### config.mk
export PLATFORM = sky130hd
export DESIGN_NAME = ps2_rx_fifo
export DESIGN_NICKNAME = d
export VERILOG_FILES = /design/src/rtl/ps2_pkg.sv /design/src/rtl/ps2_sync_fifo.sv /design/src/rtl/ps2_rx_fifo.sv
export SDC_FILE = /design/constraint.sdc
export NUM_CORES = 1
export LEC_CHECK = 0
export ABC_AREA = 1
export BUFFER_PORTS_ARGS = -buffer_cell sky130_fd_sc_hd__buf_2
export CORE_ASPECT_RATIO = 0.7
export CORE_MARGIN = 2
export CORE_UTILIZATION = 40
export CTS_BUF_LIST = sky130_fd_sc_hd__clkbuf_8
export CTS_CLUSTER_SIZE = 40
export DETAILED_ROUTE_END_ITERATION = 10
export GPL_TIMING_DRIVEN = 0
export HOLD_SLACK_MARGIN = 0.08
export PLACE_DENSITY = 0.59
export SYNTH_ARGS = -nofsm -noshare
export SYNTH_HDL_FRONTEND = slang
export SYNTH_HIERARCHICAL = 1
export SYNTH_SLANG_ARGS = --single-unit
### constraint.sdc
create_clock -name clk -period 2.78 [get_ports clk]
set_clock_uncertainty 0.05 [all_clocks]
set_input_delay 0.139 -clock clk [delete_from_list [all_inputs] [get_ports clk]]
set_output_delay 0.139 -clock clk [all_outputs]
set_load 0.01 [all_outputs]
### src/rtl/ps2_pkg.sv
// Shared types and helpers for the PS/2 receiver: FSM state encoding, frame width, parity rule.
package ps2_pkg;

  typedef enum logic [1:0] {
    IDLE   = 2'd0,
    DATA   = 2'd1,
    PARITY = 2'd2,
    STOP   = 2'd3
  } ps2_state_e;

  localparam int FRAME_BITS = 8;

  // PS/2 uses odd parity: data ones plus the parity bit must be odd.
  function automatic logic odd_parity_ok(input logic [FRAME_BITS-1:0] d, input logic p);
    return ^{d, p};
  endfunction

endpackage

### src/rtl/ps2_sync_fifo.sv
// First-word fall-through FIFO; dout is 0 when empty, writes visible one clk after push.
// Push while full is dropped unless a pop occurs in the same cycle; pop while empty is ignored.
module ps2_sync_fifo #(
  parameter int WIDTH = 8,
  parameter int DEPTH = 4
) (
  input  logic                       clk,
  input  logic                       rst_n,
  input  logic                       push,
  input  logic [WIDTH-1:0]           din,
  input  logic                       pop,
  output logic [WIDTH-1:0]           dout,
  output logic [$clog2(DEPTH+1)-1:0] count,
  output logic                       full,
  output logic                       empty
);

  localparam int AW = $clog2(DEPTH);
  localparam int CW = $clog2(DEPTH+1);

  logic [WIDTH-1:0] mem_q [DEPTH];
  logic [AW-1:0]    wr_ptr_q, wr_ptr_d;
  logic [AW-1:0]    rd_ptr_q, rd_ptr_d;
  logic [CW-1:0]    count_q, count_d;
  logic             do_push, do_pop;

  assign empty = (count_q == '0);
  assign full  = (count_q == CW'(DEPTH));
  assign count = count_q;
  assign dout  = empty ? '0 : mem_q[rd_ptr_q];

  // A pop frees the slot the simultaneous push needs, so full does not block it.
  assign do_pop  = pop & ~empty;
  assign do_push = push & (~full | do_pop);

  always_comb begin
    wr_ptr_d = wr_ptr_q;
    rd_ptr_d = rd_ptr_q;
    count_d  = count_q;
    if (do_push) wr_ptr_d = wr_ptr_q + AW'(1);
    if (do_pop)  rd_ptr_d = rd_ptr_q + AW'(1);
    if (do_push && !do_pop)      count_d = count_q + CW'(1);
    else if (!do_push && do_pop) count_d = count_q - CW'(1);
  end

  always_ff @(posedge clk or negedge rst_n) begin
    if (!rst_n) begin
      wr_ptr_q <= '0;
      rd_ptr_q <= '0;
      count_q  <= '0;
    end else begin
      wr_ptr_q <= wr_ptr_d;
      rd_ptr_q <= rd_ptr_d;
      count_q  <= count_d;
    end
  end

  always_ff @(posedge clk) begin
    if (do_push) mem_q[wr_ptr_q] <= din;
  end

endmodule

### src/rtl/ps2_rx_fifo.sv
// PS/2 frame receiver feeding a scan-code FIFO; good frame visible 1 clk after the detected stop edge.
// No backpressure on the PS/2 side: frames arriving at a full FIFO are dropped and flagged by overflow.
module ps2_rx_fifo
  import ps2_pkg::*;
#(
  parameter int FIFO_DEPTH  = 4,
  parameter int TIMEOUT_CYC = 50000,
  parameter int PARITY_EN   = 1
) (
  input  logic                            clk,
  input  logic                            reset,
  input  logic                            ps2_clk,
  input  logic                            ps2_data,
  input  logic                            rd_en,
  output logic [7:0]                      data_out,
  output logic                            valid,
  output logic                            full,
  output logic [$clog2(FIFO_DEPTH+1)-1:0] count,
  output logic                            parity_err,
  output logic                            frame_err,
  output logic                            overflow
);

  localparam int TW = $clog2(TIMEOUT_CYC+1);
  localparam int BW = $clog2(FRAME_BITS);
  localparam logic [TW-1:0] TMO_LAST = TW'(TIMEOUT_CYC-1);
  localparam logic [BW-1:0] BIT_LAST = BW'(FRAME_BITS-1);

  logic ps2_clk_meta_q, ps2_clk_sync_q, ps2_clk_prev_q;
  logic ps2_dat_meta_q, ps2_dat_sync_q;
  logic fall;

  ps2_state_e            state_q, state_d;
  logic [BW-1:0]         bit_cnt_q, bit_cnt_d;
  logic [FRAME_BITS-1:0] shift_q, shift_d;
  logic                  par_q, par_d;
  logic [TW-1:0]         tmo_q, tmo_d;
  logic                  perr_q, perr_d;
  logic                  ferr_q, ferr_d;
  logic                  ovf_q, ovf_d;
  logic                  frame_good;

  logic                  fifo_full, fifo_empty;

  // Synchronisers rest at the idle line level so leaving reset never fakes a falling edge.
  always_ff @(posedge clk or negedge reset) begin
    if (!reset) begin
      ps2_clk_meta_q <= 1'b1;
      ps2_clk_sync_q <= 1'b1;
      ps2_clk_prev_q <= 1'b1;
      ps2_dat_meta_q <= 1'b1;
      ps2_dat_sync_q <= 1'b1;
    end else begin
      ps2_clk_meta_q <= ps2_clk;
      ps2_clk_sync_q <= ps2_clk_meta_q;
      ps2_clk_prev_q <= ps2_clk_sync_q;
      ps2_dat_meta_q <= ps2_data;
      ps2_dat_sync_q <= ps2_dat_meta_q;
    end
  end

  assign fall = ps2_clk_prev_q & ~ps2_clk_sync_q;

  always_comb begin
    state_d    = state_q;
    bit_cnt_d  = bit_cnt_q;
    shift_d    = shift_q;
    par_d      = par_q;
    tmo_d      = tmo_q;
    perr_d     = 1'b0;
    ferr_d     = 1'b0;
    frame_good = 1'b0;

    if (state_q == IDLE || fall) tmo_d = '0;
    else                         tmo_d = tmo_q + TW'(1);

    case (state_q)
      IDLE: begin
        if (fall && !ps2_dat_sync_q) begin
          state_d   = DATA;
          bit_cnt_d = '0;
        end
      end
      DATA: begin
        if (fall) begin
          shift_d   = {ps2_dat_sync_q, shift_q[FRAME_BITS-1:1]};
          bit_cnt_d = bit_cnt_q + BW'(1);
          if (bit_cnt_q == BIT_LAST) state_d = PARITY;
        end
      end
      PARITY: begin
        if (fall) begin
          par_d   = ps2_dat_sync_q;
          state_d = STOP;
        end
      end
      STOP: begin
        if (fall) begin
          state_d = IDLE;
          // A bad stop bit outranks a parity mismatch.
          if (!ps2_dat_sync_q)
            ferr_d = 1'b1;
          else if ((PARITY_EN != 0) && !odd_parity_ok(shift_q, par_q))
            perr_d = 1'b1;
          else
            frame_good = 1'b1;
        end
      end
      default: state_d = IDLE;
    endcase

    if (state_q != IDLE && !fall && tmo_q == TMO_LAST) begin
      state_d = IDLE;
      ferr_d  = 1'b1;
      tmo_d   = '0;
    end
  end

  // A full FIFO still takes the frame when the reader pops in the same cycle.
  assign ovf_d = frame_good & fifo_full & ~rd_en;

  always_ff @(posedge clk or negedge reset) begin
    if (!reset) begin
      state_q   <= IDLE;
      bit_cnt_q <= '0;
      shift_q   <= '0;
      par_q     <= 1'b0;
      tmo_q     <= '0;
      perr_q    <= 1'b0;
      ferr_q    <= 1'b0;
      ovf_q     <= 1'b0;
    end else begin
      state_q   <= state_d;
      bit_cnt_q <= bit_cnt_d;
      shift_q   <= shift_d;
      par_q     <= par_d;
      tmo_q     <= tmo_d;
      perr_q    <= perr_d;
      ferr_q    <= ferr_d;
      ovf_q     <= ovf_d;
    end
  end

  ps2_sync_fifo #(
    .WIDTH (FRAME_BITS),
    .DEPTH (FIFO_DEPTH)
  ) u_fifo (
    .clk   (clk),
    .rst_n (reset),
    .push  (frame_good),
    .din   (shift_q),
    .pop   (rd_en),
    .dout  (data_out),
    .count (count),
    .full  (fifo_full),
    .empty (fifo_empty)
  );

  assign valid      = ~fifo_empty;
  assign full       = fifo_full;
  assign parity_err = perr_q;
  assign frame_err  = ferr_q;
  assign overflow   = ovf_q;

endmodule

==> reports/qor.txt <==
HOLD PATH
--------------------------------------------------------------------------------
Worst hold-check path type                                            reg -> reg
Worst Hold Launch                                                   ps2_clk_meta_q$_DFF_PN1_
End of the worst hold path                                          ps2_clk_sync_q$_DFF_PN1_
Worst hold path stage count                                                    0

STA
--------------------------------------------------------------------------------
Unrepaired setup endpoints after global routing                            false
Final hold viol count                                                          0
Transition time at the pin with the least slew margin                    1.02 ns
Setup_tns                                                                   0 ns
Max-slew violation count                                                       0
Max_slew headroom                                                          31.7%
Tcrit/Tclk final                                                           90.0%
Minimum clock period after layout                                        2.50 ns
Highest Clock Rate                                                     0.400 GHz
Final number of setup-violating endpoints                                      0

LOGIC SYNTHESIS
--------------------------------------------------------------------------------
Synthesized flop and latch total                                              77
Yosys warnings                                                                 6
Register area share after synthesis                                        53.7%
Summed instance area of the synthesized netlist                         3900 um2
Synth Instances                                                              444
Count of different cell masters after synthesis                               35
Syn Nets                                                                     463
Avg Cell Area, Syn                                                      8.78 um2

GLOBAL ROUTE
--------------------------------------------------------------------------------
Global routing usage summed across all routing layers                      16.1%
Total overflow reported by the global router                                   0
Pin count of the biggest net entering global routing                          46
Via count of the first global-routing pass                                 2,691
Number of antenna violations at the first check in global routing              0
First-pass GRT wire length                                               13.0 mm

DRT
--------------------------------------------------------------------------------
Post-DR wirelength/cell                                                  12.4 um
Drc violations                                                                 0
Wire length after detailed routing                                       7.59 mm
DRT iter0 DRCs                                                               137
Number of detailed-route iterations in the first pass                          4
Vias per inst                                                               4.59
Via Count                                                                  2,811
Antenna violation net count after detailed routing                             0

WORST SETUP PATH
--------------------------------------------------------------------------------
Crit start category                                                     register
Worst path max stage delay                                               0.45 ns
Most repeated library cell on the critical path                     sky130_fd_sc_hd__nand3_1
Critical-path top delay cell                                        sky130_fd_sc_hd__dfrtp_2
End of the worst register-to-register path                          u_fifo/count[2]$_DFFE_PN0P_
Maximum net fanout on the critical path                                        7
Length in cells of the worst reg-to-reg path                                  16
Data arrival time at the worst-slack endpoint                            2.69 ns
Worst EP required                                                        2.97 ns
Startpoint-to-endpoint class of the critical path                     reg -> reg
Slack of the worst reg-to-reg path                                       0.28 ns
Cell Chain, Critical Path                                           inv_1 > nand2_1 > nand3_1 > nand3_1 > nand3_1 > nand3_1 > inv_1 > nand2_2 > inv_1 > ha_1 > inv_1 > fa_1 > nand2_1 > nand3_1 > nand2_1 > nand2_1
Kind of end point of the critical path                                  register
Critical R2R Launch                                                 shift_q[2]$_DFFE_PN0P_

PLACED DESIGN
--------------------------------------------------------------------------------
Port buffer count                                                             20
RD Place Congestion                                                        0.929
Post-placement cell count                                                    592
DPL Wire Length                                                          5.41 mm

PWR
--------------------------------------------------------------------------------
Share of total power in the clock network                                  20.1%
Switching share of power                                                   39.6%
Total power per unit cell area                                        866 nW/um2
Sw power                                                               0.00150 W
Register share of total power                                              42.6%
Worst vdd rail ir drop                                                0.000375 V
Internal Pwr Total                                                     0.00230 W
Part of the power in combinational logic                                   37.2%
Reported leakage power                                                   2.13 nW

FINAL LAYOUT
--------------------------------------------------------------------------------
# diodes                                                                       0
Fraction of layout cells with a size suffix above 1                        15.3%
Final core area utilization                                                45.9%
Most common library cell in the layout ignoring fill and taps       sky130_fd_sc_hd__nand2_1
Top library cells by usage in the layout, fill and taps aside       sky130_fd_sc_hd__nand2_1 (118), sky130_fd_sc_hd__inv_1 (83), sky130_fd_sc_hd__nand3_1 (37), sky130_fd_sc_hd__dfrtp_1 (37), sky130_fd_sc_hd__nor2_1 (35)
Fin cells                                                                    613
Filler cells                                                                 967
Area growth from synthesis to layout                                       12.8%
Net total in the final layout                                                499

DIE
--------------------------------------------------------------------------------
Number of cell rows                                                           30
Core ar.                                                                9570 um2
Die boundary height                                                      86.6 um
Num ports                                                                     21
Starting density of the core                                               40.7%
Total die area                                                        10,600 um2
Die W                                                                     122 um

CLOCK TREE
--------------------------------------------------------------------------------
Sinks on the clock net                                                        77
Later-pin clock latency in the skew report                               0.35 ns
CTS Buf Count                                                                  9
Clock root cell                                                     sky130_fd_sc_hd__clkbuf_8
Clk pin slew, worst setup/hold paths                                     0.08 ns
Total number of H-tree levels                                                  3
Longest Clk Path Bufs                                                          2
CTS tree                                                                    done

STATUS
--------------------------------------------------------------------------------
Status                                                                 completed

JOB
--------------------------------------------------------------------------------
Total of max-cap violations                                                    0

## final cells by class
cell class	count	area [um2]	area share (%)
Clock inverter	6	46.3	1.05
Tap cell	128	160	3.64
Clock buffer	10	138	3.13
Sequential cell	77	2100	47.7
Inverter	88	333	7.57
Timing Repair Buffer	25	148	3.36
Buffer	6	46.3	1.05
Multi-Input combinational cell	273	1430	32.5
## critical path, delay by kind of cell, from the launching register on
family                     cells  cell delay, ns
and+or+nand+nor               10            0.97
adders and majority gates      2            0.54
DFF                            1            0.45
buffers and inverters          4            0.39
## worst max path at each step
stage,startpoint,to,slack [ns],depth (start not counted)
3_5_place_dp,shift_q[2]$_DFFE_PN0P_,u_fifo/count[2]$_DFFE_PN0P_,0.17,17
4_1_cts,shift_q[2]$_DFFE_PN0P_,u_fifo/count[2]$_DFFE_PN0P_,0.15,17
6_report,shift_q[2]$_DFFE_PN0P_,u_fifo/count[2]$_DFFE_PN0P_,0.28,16
3_3_place_gp,shift_q[6]$_DFFE_PN0P_,u_fifo/count[2]$_DFFE_PN0P_,0.27,14
2_1_floorplan,shift_q[2]$_DFFE_PN0P_,u_fifo/count[2]$_DFFE_PN0P_,0.58,18
5_1_grt,shift_q[2]$_DFFE_PN0P_,u_fifo/count[2]$_DFFE_PN0P_,0.004,18
## power by group through the flow
stage	clock [W]	combinational, W	sequential (W)
final	0.000766	0.00142	0.00162
after global routing	0.000852	0.00164	0.00166
after CTS	0.000808	0.00142	0.00163
after detailed placement	0	0.00141	0.00165
after global placement	0	0.00137	0.00164
after floorplan	0	0.00101	0.00159
## synth_stat cells (all sizes together)
master / number / share of area [%]
a21oi: 12 / 1.6
a22oi: 1 / 0.19
buf: 5 / 1.1
clkbuf: 1 / 0.096
dfrtp: 40 / 26
dfstp: 5 / 3.4
edfxtp: 32 / 25
fa: 1 / 0.51
ha: 13 / 4.2
inv: 88 / 8.5
nand2: 124 / 12
nand3: 40 / 5.7
nand4: 8 / 1.3
nor2: 38 / 3.9
nor3: 10 / 2.1
nor3b: 1 / 0.19
nor4: 1 / 0.32
o211ai: 1 / 0.19
o21ai: 10 / 1.3
o21bai: 2 / 0.39
or2: 1 / 0.16
xnor2: 3 / 0.67
xor2: 7 / 1.6
## flip-flops by register name (all words and copies together) (netlist names), 2 cells and up
register         count
bit_cnt_q            3
shift_q              8
state_q              2
tmo_q               16
u_fifo/count         3
u_fifo/mem_q        32
u_fifo/rd_ptr_q      2
u_fifo/wr_ptr_q      2
## kinds of logic (layout without fill, tap and decap cells)
family,after synthesis,count (layout),synth area share [%]
DFF,77,77,53.7
buffers and inverters,94,135,9.73
xor gates and xnor gates,10,10,2.25
and+or+nand+nor,223,223,25.9
AOI/OAI and AO/OA,26,26,3.69
adders and majority gates,14,14,4.69
## metal layers
layer / GRT usage, % / part of all wire (%)
met1: 23.5 / 51
met2: 24.0 / 44
met3: 4.61 / 4.7
met4: 3.87 / 0.70
met5: 0 / 0
## through the flow
stage	instance area, um2	power, W	worst slack, ns	hold slack [ns]
floorplan	3900	0.00261	0.582	-0.207
global placement	4160	0.00301	0.267	0.196
detailed placement	4160	0.00306	0.173	0.195
CTS	4380	0.00385	0.152	0.310
global route	4390	0.00415	0.00432	0.316
finish	4390	0.00380	0.278	0.309
## repair_timing
action	4_1_cts	5_1_grt
hold endpoints to repair	44	0
hold buffers	4	0
gates resized for setup	0	4
endpoints found under the setup margin	0	26
buffers inserted	0	1
(Power assumes the default switching activity.)
